$ cat src/rtl/rv32i_types.sv
// Shared RV32I types for the branch-compare path: funct3 encodings and the
// request/response records held by the shared comparator arbiter.
package rv32i_types;

  localparam int CMP_TAG_W = 4;

  typedef enum logic [2:0] {
    beq  = 3'b000,
    bne  = 3'b001,
    blt  = 3'b100,
    bge  = 3'b101,
    bltu = 3'b110,
    bgeu = 3'b111
  } branch_funct3_t;

  // Identifies which requester owns an in-flight compare.
  typedef logic owner_t;

  // Operand-stage contents.
  typedef struct packed {
    logic                 valid;
    owner_t               owner;
    branch_funct3_t       op;
    logic [31:0]          a;
    logic [31:0]          b;
    logic [CMP_TAG_W-1:0] tag;
  } cmp_req_t;

  // Per-requester result-stage contents.
  typedef struct packed {
    logic                 valid;
    logic                 taken;
    logic                 illegal;
    logic [CMP_TAG_W-1:0] tag;
  } cmp_resp_t;

endpackage

$ cat src/rtl/cmp.sv
// Branch comparator: purely combinational RV32I branch condition evaluation.
// Encodings 010/011 are not branches and are flagged illegal with taken low.
module cmp
  import rv32i_types::*;
(
  input  branch_funct3_t op,
  input  logic [31:0]    a,
  input  logic [31:0]    b,
  output logic           taken,
  output logic           illegal
);

  // Decode funct3 and evaluate the matching signed/unsigned condition.
  always_comb begin
    taken   = 1'b0;
    illegal = 1'b0;
    case (op)
      beq:     taken = (a == b);
      bne:     taken = (a != b);
      blt:     taken = ($signed(a) <  $signed(b));
      bge:     taken = ($signed(a) >= $signed(b));
      bltu:    taken = (a <  b);
      bgeu:    taken = (a >= b);
      default: illegal = 1'b1;
    endcase
  end

endmodule

$ cat src/rtl/cmp_arbiter.sv
// Round-robin sharing of one branch comparator between two requesters.
// An operand register (S1) feeds the comparator, whose outcome lands in a
// per-requester result register, giving a fixed two-cycle latency.
module cmp_arbiter
  import rv32i_types::*;
#(
  parameter int TAG_W = CMP_TAG_W
) (
  input  logic                        clk,
  input  logic                        rst_n,
  input  logic           [1:0]        req_valid,
  output logic           [1:0]        req_ready,
  input  branch_funct3_t [1:0]        req_op,
  input  logic           [1:0][31:0]  req_a,
  input  logic           [1:0][31:0]  req_b,
  input  logic           [1:0][TAG_W-1:0] req_tag,
  output logic           [1:0]        resp_valid,
  input  logic           [1:0]        resp_ready,
  output logic           [1:0]        resp_taken,
  output logic           [1:0]        resp_illegal,
  output logic           [1:0][TAG_W-1:0] resp_tag,
  output logic                        busy
);

  cmp_req_t             s1;
  cmp_resp_t [1:0]      r;
  logic                 rr;
  logic      [1:0]      grant;
  logic      [1:0]      pop;
  logic      [1:0]      fill;
  logic                 s1_move;
  logic                 s1_free;
  logic                 accept;
  owner_t               sel;
  logic                 cmp_taken;
  logic                 cmp_illegal;

  cmp u_cmp (
    .op      (s1.op),
    .a       (s1.a),
    .b       (s1.b),
    .taken   (cmp_taken),
    .illegal (cmp_illegal)
  );

  // Grant, stage-advance and handshake decisions for the current cycle.
  always_comb begin
    grant = 2'b00;
    if (req_valid == 2'b11) begin
      grant = rr ? 2'b10 : 2'b01;
    end else begin
      grant = req_valid;
    end
    s1_move   = s1.valid && (!r[s1.owner].valid || resp_ready[s1.owner]);
    s1_free   = !s1.valid || s1_move;
    req_ready = rst_n ? (grant & {2{s1_free}}) : 2'b00;
    accept    = |(req_valid & req_ready);
    sel       = req_ready[1];
    pop       = 2'b00;
    fill      = 2'b00;
    for (int i = 0; i < 2; i++) begin
      pop[i]  = r[i].valid && resp_ready[i];
      fill[i] = s1_move && (s1.owner == owner_t'(i));
    end
  end

  // Operand stage and round-robin pointer; the pointer only moves on an accept.
  always_ff @(posedge clk or negedge rst_n) begin
    if (!rst_n) begin
      s1 <= '0;
      rr <= 1'b0;
    end else if (accept) begin
      s1.valid <= 1'b1;
      s1.owner <= sel;
      s1.op    <= req_op[sel];
      s1.a     <= req_a[sel];
      s1.b     <= req_b[sel];
      s1.tag   <= req_tag[sel];
      rr       <= ~sel;
    end else if (s1_move) begin
      s1.valid <= 1'b0;
    end
  end

  // Result registers; a fill in the same edge as a pop replaces the old entry.
  always_ff @(posedge clk or negedge rst_n) begin
    if (!rst_n) begin
      r <= '0;
    end else begin
      for (int i = 0; i < 2; i++) begin
        if (fill[i]) begin
          r[i].valid   <= 1'b1;
          r[i].taken   <= cmp_taken;
          r[i].illegal <= cmp_illegal;
          r[i].tag     <= s1.tag;
        end else if (pop[i]) begin
          r[i].valid <= 1'b0;
        end
      end
    end
  end

  // Result registers drive the response channels directly.
  always_comb begin
    for (int i = 0; i < 2; i++) begin
      resp_valid[i]   = r[i].valid;
      resp_taken[i]   = r[i].taken;
      resp_illegal[i] = r[i].illegal;
      resp_tag[i]     = r[i].tag;
    end
    busy = s1.valid | r[0].valid | r[1].valid;
  end

endmodule
$ cat config.mk
export PLATFORM = sky130hd
export DESIGN_NAME = cmp_arbiter
export DESIGN_NICKNAME = d
export VERILOG_FILES = /design/src/rtl/rv32i_types.sv /design/src/rtl/cmp.sv /design/src/rtl/cmp_arbiter.sv
export SDC_FILE = /design/constraint.sdc
export NUM_CORES = 1
export LEC_CHECK = 0
export ABC_AREA = 0
export BUFFER_PORTS_ARGS = -buffer_cell sky130_fd_sc_hd__buf_2
export CAP_MARGIN = 0
export CORE_ASPECT_RATIO = 0.8
export CORE_MARGIN = 10
export CORE_UTILIZATION = 46
export DETAILED_ROUTE_END_ITERATION = 10
export HOLD_SLACK_MARGIN = 0.02
export PLACE_DENSITY = 0.74
export SLEW_MARGIN = 20
export SYNTH_ARGS = -nofsm -noshare
export SYNTH_HDL_FRONTEND = slang
export SYNTH_HIERARCHICAL = 1
export SYNTH_SLANG_ARGS = --single-unit
$ cat constraint.sdc
create_clock -name clk -period 2.8 [get_ports clk]
set_clock_uncertainty 0.2 [all_clocks]
set_input_delay 0 -clock clk [delete_from_list [all_inputs] [get_ports clk]]
set_output_delay 0 -clock clk [all_outputs]
set_load 0.01 [all_outputs]
==> results of run 1 <==
## metrics by stage
step	cells	area [µm²]	setup WS, ns	utilization	hold slack (ns)
2_1_floorplan	414	4768	0.4842	-	-0.4956
3_5_place_dp	705	5743	0.3009	0.5631	-0.3552
3_3_place_gp	705	5743	0.3635	0.5631	-0.3568
## cells by family after synthesis
family / Yosys count / synth area share
and+or+nand+nor: 103 / 0.1380
AOI/OAI and AO/OA: 93 / 0.1695
DFF: 88 / 0.4618
buffers and inverters: 58 / 0.05222
muxes: 40 / 0.09446
adders and majority gates: 32 / 0.08397
==> flow_summary.toml, run 1 <==
[logic_synthesis]
ys_seq_elements = 88
synth-edff-count = 0
syn_area_um2 = 4768
synth_top_flop_cell = "dfrtp_1"
synth_common_cells = "dfrtp_1, a221o_1, and2_1"
async_flop_share = 1.000
synth_area_per_cell_um2 = 11.52
synth_top_cells_by_area = "dfrtp_1, a221o_1, mux2_2"
synth_largest_type_area_fraction = 0.4618
number_of_distinct_standard_cells_referenced_by_the_synthesized_netlist = 41
ys_seq_area_frac = 0.4618
yosys.cell_count.top_type = "dfrtp_1"
post-synth-top-area-cell = "dfrtp_1"
mappedNetlistNets = 594
synth_cells = 414
yosysWarnings = 6

[run_status]
outcome = "did not finish"
flow.stopped_at = "4_1_cts"
run.stop_error = "[ERROR RSZ-0060] Max buffer count reached."

[cts]
cts.sink_count = 88
post-cts-setup-buffers = 0
clock-root-buffer = "clkbuf_16"
cts.hold.buffers_added = 145
cts_max_level = 3
cts_repair_resize_count = 0
tritoncts.num_buffers = 9
clock_buffer_depth = 2

[die]
core.rowCount = 33
chipHeight_um = 111.1
i_o_pins = 165
initial_core_util = 0.4675
die-width_um = 133.8

[place]
finalWeightedCongestion = 0.8119
hpwl_um = 10050
placement.io_buffers = 164
==> inputs of run 2 (changes only) <==
- CORE_ASPECT_RATIO: 0.8 -> unset
- CORE_UTILIZATION: 46 -> 31
- HOLD_SLACK_MARGIN: 0.02 -> unset
- PLACE_DENSITY: 0.74 -> unset
- PLACE_DENSITY_LB_ADDON: unset -> 0.15
==> run 2 against run 1 <==
  * The flow now finishes without violations
  * Synthesized area unchanged
  * Synthesized cell count unchanged
==> flow_summary.toml, run 2 <==
[run_status]
outcome = "finished, final reports clean"

[timing]
setup_tns_final_ns = 0
max_slew_margin = 0.4639
final.min_clock_period_ns = 2.719
period_share = 0.9711
worst_pin_slew_ns = 0.8042
slew_violations = 0
timing.final.setup_violations = 0
report.final.hold_viol_count = 0
achievable-frequency_mhz = 367.8

[power_and_ir_drop]
total_leakage_power_nw = 3.731
swShare = 0.3003
power_mw = 5.290
cellPowerDensity_nw_per_um2 = 688.7
gate_power_share = 0.381
internal-power_mw = 3.701
max-vdd-ir-drop_v = 0.0003801
p_clk_frac = 0.264
power.net_switching_mw = 1.589
power.share.sequential = 0.355

[logic_synthesis]
synth_top_flop_cell = "dfrtp_1"
syn_area_um2 = 4768
async_flop_share = 1.000
yosysWarnings = 6
synth-edff-count = 0
synth_top_cells_by_area = "dfrtp_1, a221o_1, mux2_2"
synth_common_cells = "dfrtp_1, a221o_1, and2_1"
synth_area_per_cell_um2 = 11.52
ys_seq_elements = 88
mappedNetlistNets = 594
yosys.cell_count.top_type = "dfrtp_1"
synth_cells = 414
number_of_distinct_standard_cells_referenced_by_the_synthesized_netlist = 41
ys_seq_area_frac = 0.4618
post-synth-top-area-cell = "dfrtp_1"
synth_largest_type_area_fraction = 0.4618

[cells_and_area]
seqCellArea_um2 = 2202
design_area_um2 = 7681
layout-area-overhead-vs-synth_pct = 61.09
num_antenna_cells = 0
layout.filler_cells = 1375
multiInputGateArea_um2 = 2327
layout.cells.non_filler = 921
post-route-util = 0.5071
top_register = "s1"
most-common-layout-cells = "buf_2, dlygate4sd3_1, dfrtp_1"
layout.cells.most_common = "buf_2"
layout.nets = 908
largest_register_ffs = 73
share_of_cells_above_drive_strength_1 = 0.3302

[critical_path]
cp.buffers_inverters = 2
cp.required_ns = 2.83
crit_path_end_kind = "flop"
worstSetupPathType = "reg2reg"
timing.critical_path.cells = "and4b_1 -> nor4bb_4 -> clkbuf_16 -> mux2_2 -> mux2_2 -> dlygate4sd3_1"
timing.critical_path.mode_cell = "mux2_2"
critical-path-top-delay-family = "buffers and inverters"
slowest_library_cell_on_the_worst_path = "dlygate4sd3_1"
timing.critical_path.arrival_ns = 2.75
critPathLaunchType = "flop"
crit_path_max_incr_delay_ns = 0.55
cp_max_fo = 5

[min_path]
hold_path.class = "in2reg"

[detailed_routing]
route.vias.total = 4426
routedWlPerCell_um = 17.59
drt_pass1_iterations = 6
drt-total-wl_um = 16200
drcViolationCount = 0
drtIter0Drc = 170
vias_per_cell = 4.806
antenna_left = 0

[cts]
clk_transition_reported_paths_ns = 0.06
cts.sink_count = 88
cts_max_level = 3
clock_buffer_depth = 2
clock-root-buffer = "clkbuf_16"
tritoncts = "done"
tritoncts.num_buffers = 9
insertion_delay_ns = 0.34

[die]
core.rowCount = 45
die-width_um = 144.0
floorplan.core_area_um2 = 15150
initial_core_util = 0.3148
dieArea_um2 = 20740
i_o_pins = 165
chipHeight_um = 144.0

[place]
finalWeightedCongestion = 0.7871
placement.io_buffers = 164
hpwl_um = 10870
place_inst = 753
placed_area_um2 = 5816

[job]
max_cap_viol_count = 0

[global_route]
gr-usage-all-layers = 0.1554
overflow = 0
first_global_vias = 4895
grt_first_pass_wirelength_um = 25400
antenna_found_initial = 0
grt_max_degree = 54
## run 2: worst paths after layout
kind                                              from                     endpoint  slack, ns  depth (start not counted)
min in group asynchronous                        rst_n           s1[65]$_DFFE_PN0P_       0.18                          3
hold reg to reg            resp_illegal[1]$_DFFE_PN0P_  resp_illegal[1]$_DFFE_PN0P_       0.30                          1
setup reg to reg                    s1[72]$_DFFE_PN0P_            s1[3]$_DFFE_PN0P_       0.08                          6
hold / removal                            req_valid[0]           s1[72]$_DFFE_PN0P_       0.10                          4
setup / recovery                    s1[72]$_DFFE_PN0P_            s1[3]$_DFFE_PN0P_       0.08                          6
max in group asynchronous                        rst_n           s1[11]$_DFFE_PN0P_       1.19                          4
## run 2: cell type report
type,instances,area share
clock buffer,11,0.03160
clock inverter,5,0.01352
inverter,36,0.01759
multi-input combinational,268,0.3030
sequential,88,0.2867
tap,188,0.03062
timing repair buffer,325,0.3170
## run 2: metal layers
| metal | vias up | wire, µm | track usage |
|---|---|---|---|
| met5 | - | 0 | 0 |
| met4 | 0 | 162 | 0.03600 |
| met3 | 13 | 894 | 0.04657 |
| met2 | 112 | 8313 | 0.2740 |
| met1 | 2126 | 6831 | 0.1804 |
| li1 | 2175 | - | - |
## run 2: repair_timing
action	4_1_cts	5_1_grt
setup buffers	0	4
gates resized for setup	0	1
setup endpoints to repair	0	1
hold endpoints to repair	114	0
hold buffers	146	0
## run 2: worst min-delay path: cells and delay by family
kind / cells / cell delay (ns)
AND/OR/NAND/NOR: 1 / 0.12
AO/OA/AOI/OAI: 1 / 0.11
buffers and inverters: 2 / 0.38
## run 2: cell families after synthesis
kind of cell	Yosys count	synth area share
and+or+nand+nor	103	0.1380
AOI/OAI and AO/OA	93	0.1695
DFF	88	0.4618
buffers and inverters	58	0.05222
muxes	40	0.09446
adders and majority gates	32	0.08397
## run 2: through the flow
step | setup WS (ns) | hold WS (ns)
finish | 0.08084 | 0.1028
global route | -0.003730 | 0.1202
CTS | 0.01180 | 0.08740
detailed placement | 0.2353 | -0.3871
global placement | 0.3313 | -0.3894
floorplan | 0.4842 | -0.4956
## run 2: power groups by stage
stage	registers, mW	logic (mW)	clock network (mW)
2_1_floorplan	1.88	1.06	0
3_3_place_gp	1.89	1.59	0
3_5_place_dp	1.90	1.61	0
4_1_cts	1.88	2.00	1.43
5_1_grt	1.93	2.24	1.49
6_report	1.88	2.01	1.40
Note: power is estimated with default switching activity, not from simulation.
